`src/rtl/alu_arbiter_if.sv`:
```
// Requester/response bundle between the two issuing units and alu_arbiter.
// master = issuing side, slave = arbiter side.
interface alu_arbiter_if #(
  parameter int CNT_W = 16
) ();
  logic              req0_valid, req1_valid;
  logic              req0_ready, req1_ready;
  logic [31:0]       req0_a, req0_b, req1_a, req1_b;
  logic [1:0]        req0_ctrl, req1_ctrl;
  logic              rsp0_valid, rsp1_valid;
  logic              rsp0_ready, rsp1_ready;
  logic [31:0]       rsp_result;
  logic [3:0]        rsp_flags;
  logic              busy;
  logic [CNT_W-1:0]  op_count;

  modport master (
    output req0_valid, req1_valid, req0_a, req0_b, req1_a, req1_b,
           req0_ctrl, req1_ctrl, rsp0_ready, rsp1_ready,
    input  req0_ready, req1_ready, rsp0_valid, rsp1_valid,
           rsp_result, rsp_flags, busy, op_count
  );

  modport slave (
    input  req0_valid, req1_valid, req0_a, req0_b, req1_a, req1_b,
           req0_ctrl, req1_ctrl, rsp0_ready, rsp1_ready,
    output req0_ready, req1_ready, rsp0_valid, rsp1_valid,
           rsp_result, rsp_flags, busy, op_count
  );
endinterface

```
`src/rtl/alu_arbiter.sv`:
```
// Two-port arbiter in front of one 32-bit ALU: IDLE -> EXEC -> RESP, one op in flight.
// Define ALU_ARB_RR_EN for round-robin contention; default is fixed priority to port 0.

// Combinational 32-bit ALU: add/sub/and/or with {N,Z,C,V}.
module alu_arbiter_alu (
  input  logic [31:0] a_i,
  input  logic [31:0] b_i,
  input  logic [1:0]  ctrl_i,
  output logic [31:0] result_o,
  output logic [3:0]  flags_o
);
  logic [31:0] bx;
  logic [32:0] sum;
  logic        c, v;

  // sub is a + ~b + 1: invert b and use ctrl[0] as the carry-in
  assign bx  = ctrl_i[0] ? ~b_i : b_i;
  assign sum = {1'b0, a_i} + {1'b0, bx} + 33'(ctrl_i[0]);

  always_comb begin
    result_o = sum[31:0];
    c        = sum[32];
    v        = (a_i[31] == bx[31]) && (sum[31] != a_i[31]);
    if (ctrl_i[1]) begin
      result_o = ctrl_i[0] ? (a_i | b_i) : (a_i & b_i);
      c        = 1'b0;
      v        = 1'b0;
    end
  end

  assign flags_o = {result_o[31], (result_o == 32'd0), c, v};
endmodule

// Per-port handshake qualification.
module alu_arbiter_port (
  input  logic idle_i,
  input  logic resp_i,
  input  logic gnt_i,
  input  logic own_i,
  input  logic rsp_ready_i,
  output logic req_ready_o,
  output logic rsp_valid_o,
  output logic rsp_hs_o
);
  assign req_ready_o = idle_i & gnt_i;
  assign rsp_valid_o = resp_i & own_i;
  assign rsp_hs_o    = rsp_valid_o & rsp_ready_i;
endmodule

module alu_arbiter #(
  parameter int CNT_W = 16
) (
  input  logic          clk,
  input  logic          reset_n,
  alu_arbiter_if.slave  bus
);
  localparam int NUM_PORTS = 2;

  typedef enum logic [1:0] {IDLE, EXEC, RESP} state_t;

  state_t                          state_q, state_d;
  logic                            owner_q, owner_d;
  logic                            last_grant_q, last_grant_d;
  logic [31:0]                     a_q, a_d, b_q, b_d;
  logic [1:0]                      ctrl_q, ctrl_d;
  logic [31:0]                     result_q, result_d;
  logic [3:0]                      flags_q, flags_d;
  logic [CNT_W-1:0]                cnt_q, cnt_d;

  logic [NUM_PORTS-1:0]            req_valid, req_ready, rsp_valid, rsp_ready, rsp_hs, gnt;
  logic [NUM_PORTS-1:0][31:0]      req_a, req_b;
  logic [NUM_PORTS-1:0][1:0]       req_ctrl;
  logic                            pick1;
  logic [31:0]                     alu_res;
  logic [3:0]                      alu_flags;

  assign req_valid = {bus.req1_valid, bus.req0_valid};
  assign rsp_ready = {bus.rsp1_ready, bus.rsp0_ready};
  assign req_a     = {bus.req1_a, bus.req0_a};
  assign req_b     = {bus.req1_b, bus.req0_b};
  assign req_ctrl  = {bus.req1_ctrl, bus.req0_ctrl};

`ifdef ALU_ARB_RR_EN
  assign pick1 = ~last_grant_q;
`else
  assign pick1 = 1'b0;
  // last_grant is still tracked so the two builds share identical state
  logic unused_last_grant;
  assign unused_last_grant = last_grant_q;
`endif

  // One-hot grant, empty when nobody requests
  always_comb begin
    gnt = '0;
    unique case (req_valid)
      2'b01:   gnt = 2'b01;
      2'b10:   gnt = 2'b10;
      2'b11:   gnt = pick1 ? 2'b10 : 2'b01;
      default: gnt = '0;
    endcase
  end

  for (genvar p = 0; p < NUM_PORTS; p++) begin : g_port
    alu_arbiter_port u_port (
      .idle_i      (state_q == IDLE),
      .resp_i      (state_q == RESP),
      .gnt_i       (gnt[p]),
      .own_i       (owner_q == 1'(p)),
      .rsp_ready_i (rsp_ready[p]),
      .req_ready_o (req_ready[p]),
      .rsp_valid_o (rsp_valid[p]),
      .rsp_hs_o    (rsp_hs[p])
    );
  end

  alu_arbiter_alu u_alu (
    .a_i      (a_q),
    .b_i      (b_q),
    .ctrl_i   (ctrl_q),
    .result_o (alu_res),
    .flags_o  (alu_flags)
  );

  always_comb begin
    state_d      = state_q;
    owner_d      = owner_q;
    last_grant_d = last_grant_q;
    a_d          = a_q;
    b_d          = b_q;
    ctrl_d       = ctrl_q;
    result_d     = result_q;
    flags_d      = flags_q;
    cnt_d        = cnt_q;
    unique case (state_q)
      IDLE: if (|gnt) begin
        owner_d      = gnt[1];
        last_grant_d = gnt[1];
        a_d          = req_a[gnt[1]];
        b_d          = req_b[gnt[1]];
        ctrl_d       = req_ctrl[gnt[1]];
        state_d      = EXEC;
      end
      EXEC: begin
        result_d = alu_res;
        flags_d  = alu_flags;
        state_d  = RESP;
      end
      RESP: if (|rsp_hs) begin
        cnt_d   = cnt_q + CNT_W'(1);
        state_d = IDLE;
      end
      default: state_d = IDLE;
    endcase
  end

  always_ff @(posedge clk or negedge reset_n) begin
    if (!reset_n) begin
      state_q      <= IDLE;
      owner_q      <= 1'b0;
      last_grant_q <= 1'b1;
      a_q          <= '0;
      b_q          <= '0;
      ctrl_q       <= '0;
      result_q     <= '0;
      flags_q      <= '0;
      cnt_q        <= '0;
    end else begin
      state_q      <= state_d;
      owner_q      <= owner_d;
      last_grant_q <= last_grant_d;
      a_q          <= a_d;
      b_q          <= b_d;
      ctrl_q       <= ctrl_d;
      result_q     <= result_d;
      flags_q      <= flags_d;
      cnt_q        <= cnt_d;
    end
  end

  assign bus.req0_ready = req_ready[0];
  assign bus.req1_ready = req_ready[1];
  assign bus.rsp0_valid = rsp_valid[0];
  assign bus.rsp1_valid = rsp_valid[1];
  assign bus.rsp_result = result_q;
  assign bus.rsp_flags  = flags_q;
  assign bus.busy       = (state_q != IDLE);
  assign bus.op_count   = cnt_q;
endmodule

```
`src/flat_wrapper.sv`:
```
// flat-port wrapper written by rule: the top's interface ports become plain ports
module alu_arbiter_flat 
#(
  parameter int CNT_W = 16
)
  (clk, reset_n, bus_req0_valid, bus_req1_valid, bus_req0_a, bus_req0_b, bus_req1_a, bus_req1_b, bus_req0_ctrl, bus_req1_ctrl, bus_rsp0_ready, bus_rsp1_ready, bus_req0_ready, bus_req1_ready, bus_rsp0_valid, bus_rsp1_valid, bus_rsp_result, bus_rsp_flags, bus_busy, bus_op_count);
  alu_arbiter_if #(.CNT_W(CNT_W)) bus_i ();
  input  logic clk;
  input  logic reset_n;
  input wire logic [$bits(bus_i.req0_valid)-1:0] bus_req0_valid;
  input wire logic [$bits(bus_i.req1_valid)-1:0] bus_req1_valid;
  input wire logic [$bits(bus_i.req0_a)-1:0] bus_req0_a;
  input wire logic [$bits(bus_i.req0_b)-1:0] bus_req0_b;
  input wire logic [$bits(bus_i.req1_a)-1:0] bus_req1_a;
  input wire logic [$bits(bus_i.req1_b)-1:0] bus_req1_b;
  input wire logic [$bits(bus_i.req0_ctrl)-1:0] bus_req0_ctrl;
  input wire logic [$bits(bus_i.req1_ctrl)-1:0] bus_req1_ctrl;
  input wire logic [$bits(bus_i.rsp0_ready)-1:0] bus_rsp0_ready;
  input wire logic [$bits(bus_i.rsp1_ready)-1:0] bus_rsp1_ready;
  output wire logic [$bits(bus_i.req0_ready)-1:0] bus_req0_ready;
  output wire logic [$bits(bus_i.req1_ready)-1:0] bus_req1_ready;
  output wire logic [$bits(bus_i.rsp0_valid)-1:0] bus_rsp0_valid;
  output wire logic [$bits(bus_i.rsp1_valid)-1:0] bus_rsp1_valid;
  output wire logic [$bits(bus_i.rsp_result)-1:0] bus_rsp_result;
  output wire logic [$bits(bus_i.rsp_flags)-1:0] bus_rsp_flags;
  output wire logic [$bits(bus_i.busy)-1:0] bus_busy;
  output wire logic [$bits(bus_i.op_count)-1:0] bus_op_count;
  assign bus_i.req0_valid = bus_req0_valid;
  assign bus_i.req1_valid = bus_req1_valid;
  assign bus_i.req0_a = bus_req0_a;
  assign bus_i.req0_b = bus_req0_b;
  assign bus_i.req1_a = bus_req1_a;
  assign bus_i.req1_b = bus_req1_b;
  assign bus_i.req0_ctrl = bus_req0_ctrl;
  assign bus_i.req1_ctrl = bus_req1_ctrl;
  assign bus_i.rsp0_ready = bus_rsp0_ready;
  assign bus_i.rsp1_ready = bus_rsp1_ready;
  assign bus_req0_ready = bus_i.req0_ready;
  assign bus_req1_ready = bus_i.req1_ready;
  assign bus_rsp0_valid = bus_i.rsp0_valid;
  assign bus_rsp1_valid = bus_i.rsp1_valid;
  assign bus_rsp_result = bus_i.rsp_result;
  assign bus_rsp_flags = bus_i.rsp_flags;
  assign bus_busy = bus_i.busy;
  assign bus_op_count = bus_i.op_count;
  alu_arbiter #(.CNT_W(CNT_W)) u_core (.clk(clk), .reset_n(reset_n), .bus(bus_i));
endmodule
```
`config.mk`:
```
export PLATFORM = sky130hd
export DESIGN_NAME = alu_arbiter_flat
export DESIGN_NICKNAME = d
export VERILOG_FILES = /design/src/rtl/alu_arbiter_if.sv /design/src/rtl/alu_arbiter.sv /design/src/flat_wrapper.sv
export SDC_FILE = /design/constraint.sdc
export NUM_CORES = 1
export LEC_CHECK = 0
export CAP_MARGIN = 20
export CORE_ASPECT_RATIO = 0.5
export CORE_MARGIN = 3
export CORE_UTILIZATION = 30
export CTS_BUF_LIST = sky130_fd_sc_hd__clkbuf_16
export DETAILED_ROUTE_END_ITERATION = 10
export PLACE_DENSITY_LB_ADDON = 0.15
export SETUP_SLACK_MARGIN = 0.3
export SLEW_MARGIN = 40
export SYNTH_ARGS = -nofsm -noshare
export SYNTH_HDL_FRONTEND = slang
export SYNTH_SLANG_ARGS = --single-unit
export TNS_END_PERCENT = 1
```
`constraint.sdc`:
```
create_clock -name clk -period 11.95 [get_ports clk]
set_input_delay 2.39 -clock clk [delete_from_list [all_inputs] [get_ports clk]]
set_output_delay 2.39 -clock clk [all_outputs]
set_load 0.005 [all_outputs]
```
==> impl_results.rst <==
.. list-table::
   :header-rows: 1

   * - Metric
     - Value
   * - Status
     - complete, no violations
   * - CTS hold repair buffers
     - 0
   * - Floorplan die height
     - 122.5 um
   * - Switching share of total power
     - 0.4906
   * - Maximum frequency from static timing analysis
     - 149.9 MHz
   * - Max-slew violation count
     - 0
   * - Setup-violating endpoint count in the final report
     - 0
   * - Routed len/inst
     - about 16 um
   * - Leftover overflow at the end of global routing
     - 0
   * - Leakage power
     - 0.004631 uW
   * - Total count of hold-check failures in the final report
     - 0
   * - Synthesis-to-finish area growth
     - 35.27%
   * - Post-placement cell count
     - between 1000 and 1500
   * - Number of H-tree levels
     - 4
   * - Cell Area, Synth
     - around 8100 sq um
   * - Average cell area after synthesis
     - roughly 8.8 sq um
   * - Vias after detailed routing
     - 7228
   * - Die extent in x
     - 239.1 um
   * - Worst VDD drop
     - 0.1287 mV
   * - Clock Latency Late Sink
     - between 0.4 and 0.5 ns
   * - Synthesized Nets
     - 1095
   * - Antenna violations before repair
     - 2
   * - Post-route setup TNS
     - 0 ns
   * - Library cell with the highest instance count after synthesis
     - nand2_1
   * - Fraction of synthesized cell area taken by the top area cell type
     - 0.3686
   * - Final Instance Count excl. Fillers
     - 1450
   * - Crit path time final
     - 6.670 ns
   * - Fraction of final layout cells sized beyond drive strength 1
     - 0.06069
   * - # port buffers
     - 194
   * - Critical Path End Type
     - output port
   * - Commonest cells post-synth
     - 150 x nand2_1, 123 x o21ai_0, 120 x dfrtp_1, 79 x mux2i_1, 45 x a21oi_1
   * - Number of global-route vias before repair
     - 7055
   * - Final estimated routing congestion in global placement
     - 0.8507
   * - Number of I/O pins
     - 195
   * - Number of sinks handled by clock tree synthesis
     - 120
   * - Clk buf depth
     - 2
   * - Setup repair after global routing missed its margin
     - no
   * - Final period util
     - 0.5581
   * - CP max FO
     - 33
   * - Proportion of synthesized chip area in sequential cells
     - 0.3686
   * - Data required time of the critical path
     - 9.56 ns
   * - Max-slew headroom
     - 0.5256
   * - Skew final
     - 0.005422 ns
   * - Register bit count reported by yosys
     - 120
   * - PD cells
     - 356.9 nW/um^2
   * - Count of routing violations after the opening detailed-route iteration
     - ~360
   * - Kind of start point of the critical path
     - input port
   * - Proportion of power drawn by combinational gates
     - 0.673
   * - Standard cell core area
     - 25960 sq um
   * - TritonCTS clock tree
     - built
   * - Post-CTS Setup Bufs
     - 0
   * - Number of vias per cell
     - roughly 5.0
   * - Switching pwr
     - about 1900 uW
   * - Top cells by area, synth
     - dfrtp_1 37%, mux2i_1 9.7%, o21ai_0 7.6%, nand2_1 6.9%, ha_1 5.2%
   * - Worst Setup Slack, final
     - 5.280 ns
   * - Num rows
     - 41
   * - Instance count of the mapped netlist
     - 922
   * - Cell type with the largest total area after synthesis
     - dfrtp_1
   * - MaxCap Viol Count
     - 0
   * - Layout net count
     - 1264
   * - Path type of the worst setup path
     - in -> out
   * - DRT Wirelength
     - 23770 um
   * - Share of power burned in the clock network
     - 0.137
   * - Share of power burned in registers
     - 0.190
   * - Async set or reset register ratio after synthesis
     - 1.000
   * - First-pass iteration count of the detailed router
     - 4
   * - Hold crit path type
     - reg -> reg
   * - Least-Margin Pin Slew
     - 0.6918 ns
   * - Die area
     - approximately 29000 sq um
   * - Internal power
     - 2004 uW
   * - Count of yosys warnings during synthesis
     - 0
   * - Pre-CTS setup slack
     - 5.254 ns
   * - Gates resized, CTS repair
     - 0
   * - Final antenna-violating net count
     - 0
   * - Worst endpoint data arrival time
     - 4.28 ns
   * - Count of flip-flops with a built-in enable after synthesis
     - 0
   * - TritonCTS buffer count
     - 17
   * - DRC viols
     - 0
   * - HPWL Detailed
     - 18450 um
   * - Largest net degree at the start of global routing
     - approximately 130
   * - First-pass GRT wire length
     - 37520 um
   * - Number of distinct standard cells referenced by the synthesized netlist
     - 69
   * - GRT Total Usage
     - 0.1643
   * - Initial Util
     - 0.3139
   * - Clk root buf
     - clkbuf_16
   * - Dominant synthesized flop cell
     - dfrtp_1
   * - Clock transition at the register clock pins on the worst setup and hold paths after CTS
     - 0.05 ns
-- metrics by stage --
| stage | area, sq um | util | hold slack [ns] | total power, uW |
|---|---|---|---|---|
| floorplan | 8148 | - | 0.4628 | 2561 |
| global placement | 10390 | 0.4004 | 0.4622 | 3341 |
| detailed placement | 10400 | 0.4005 | 0.4698 | 3379 |
| CTS | 11010 | 0.4240 | 0.4825 | 3939 |
| global route | 11020 | 0.4244 | 0.4992 | 4298 |
| finish | 11020 | 0.4246 | 0.4757 | 3934 |
-- path summary, 6_finish.rpt --
| kind | from | end | slack [ns] | cells after the start |
|---|---|---|---|---|
| max | bus_req1_valid | bus_req1_ready | 5.28 | 5 |
| min | u_core.bus.rsp_result[14]$_DFFE_PN0N_ | u_core.bus.rsp_result[14]$_DFFE_PN0N_ | 0.48 | 2 |
| max reg2reg | u_core.ctrl_q[0]$_DFFE_PN0P_ | u_core.bus.rsp_flags[2]$_DFFE_PN0N_ | 7.41 | 14 |
| min reg2reg | u_core.bus.rsp_result[14]$_DFFE_PN0N_ | u_core.bus.rsp_result[14]$_DFFE_PN0N_ | 0.48 | 2 |
| max in group asynchronous | reset_n | u_core.ctrl_q[1]$_DFFE_PN0P_ | 9.04 | 2 |
| min in group asynchronous | reset_n | u_core.a_q[6]$_DFFE_PN0P_ | 1.93 | 1 |
-- cell families after synthesis --
family,Yosys count,synth area share
adder cells (fa/ha/maj),57,0.08170
XOR/XNOR,61,0.06557
flip-flops,120,0.3686
AND/OR/NAND/NOR,280,0.1565
multiplexers,86,0.1070
AO/OA/AOI/OAI,247,0.1849
buffers and inverters,71,0.03578
-- layout make-up --
| class | count | area (sq um) |
|---|---|---|
| clock buffer | 17 | 425.4 |
| sequential | 120 | 3005 |
| clock inverter | 15 | 185.2 |
| multi-input combinational | 731 | 4875 |
| inverter | 16 | 60.06 |
| fill | 2610 | 14940 |
| timing repair buffer | 205 | 2036 |
| antenna | 2 | 5.005 |
| tap | 344 | 430.4 |
-- state kept, by name (all words and copies together) (netlist names) --
register               count
u_core.bus.rsp_flags       4
u_core.state_q             2
u_core.bus.rsp_result     31
u_core.bus.op_count       16
u_core.a_q                32
u_core.b_q                32
u_core.owner_q             1
u_core.ctrl_q              2
-- critical path, cell delays in order --
cell,delay [ns]
clkdlybuf4s50_1,0.54
nor2b_4,0.16
buf_4,0.44
and2_1,0.23
clkdlybuf4s50_1,0.51
-- layer usage --
layer | global-route usage | share of wire | up-vias
met5 | 0 | 0 | -
met4 | 0.04374 | 0.012 | 0
met3 | 0.03233 | 0.051 | 21
met2 | 0.2549 | 0.44 | 137
met1 | 0.2346 | 0.50 | 3427
li1 | - | - | 3643
-- cell usage in the layout (no fill, tap or decap), types with 6 or more instances in the layout --
cell,instances
clkdlybuf4s50_1,193
nand2_1,150
o21ai_0,123
dfrtp_1,118
mux2i_1,79
a21oi_1,45
xor2_1,43
nor2_1,37
ha_1,34
nand3_1,23
maj3_1,22
xnor2_1,18
nand4_1,17
inv_1,17
clkbuf_16,17
nor3_1,12
buf_4,9
and3_1,7
nor3b_1,6
o31ai_1,6
o21a_1,6
mux2_2,6
o21ai_1,6
-- power by group through the flow --
stage / combinational (uW) / clock [uW] / sequential (uW)
6_report: 2650 / 540 / 748
3_3_place_gp: 2590 / 0 / 753
3_5_place_dp: 2620 / 0 / 759
2_1_floorplan: 1840 / 0 / 717
5_1_grt: 2950 / 570 / 779
4_1_cts: 2630 / 552 / 753
No activity file was read; power rests on OpenSTA's default activity.
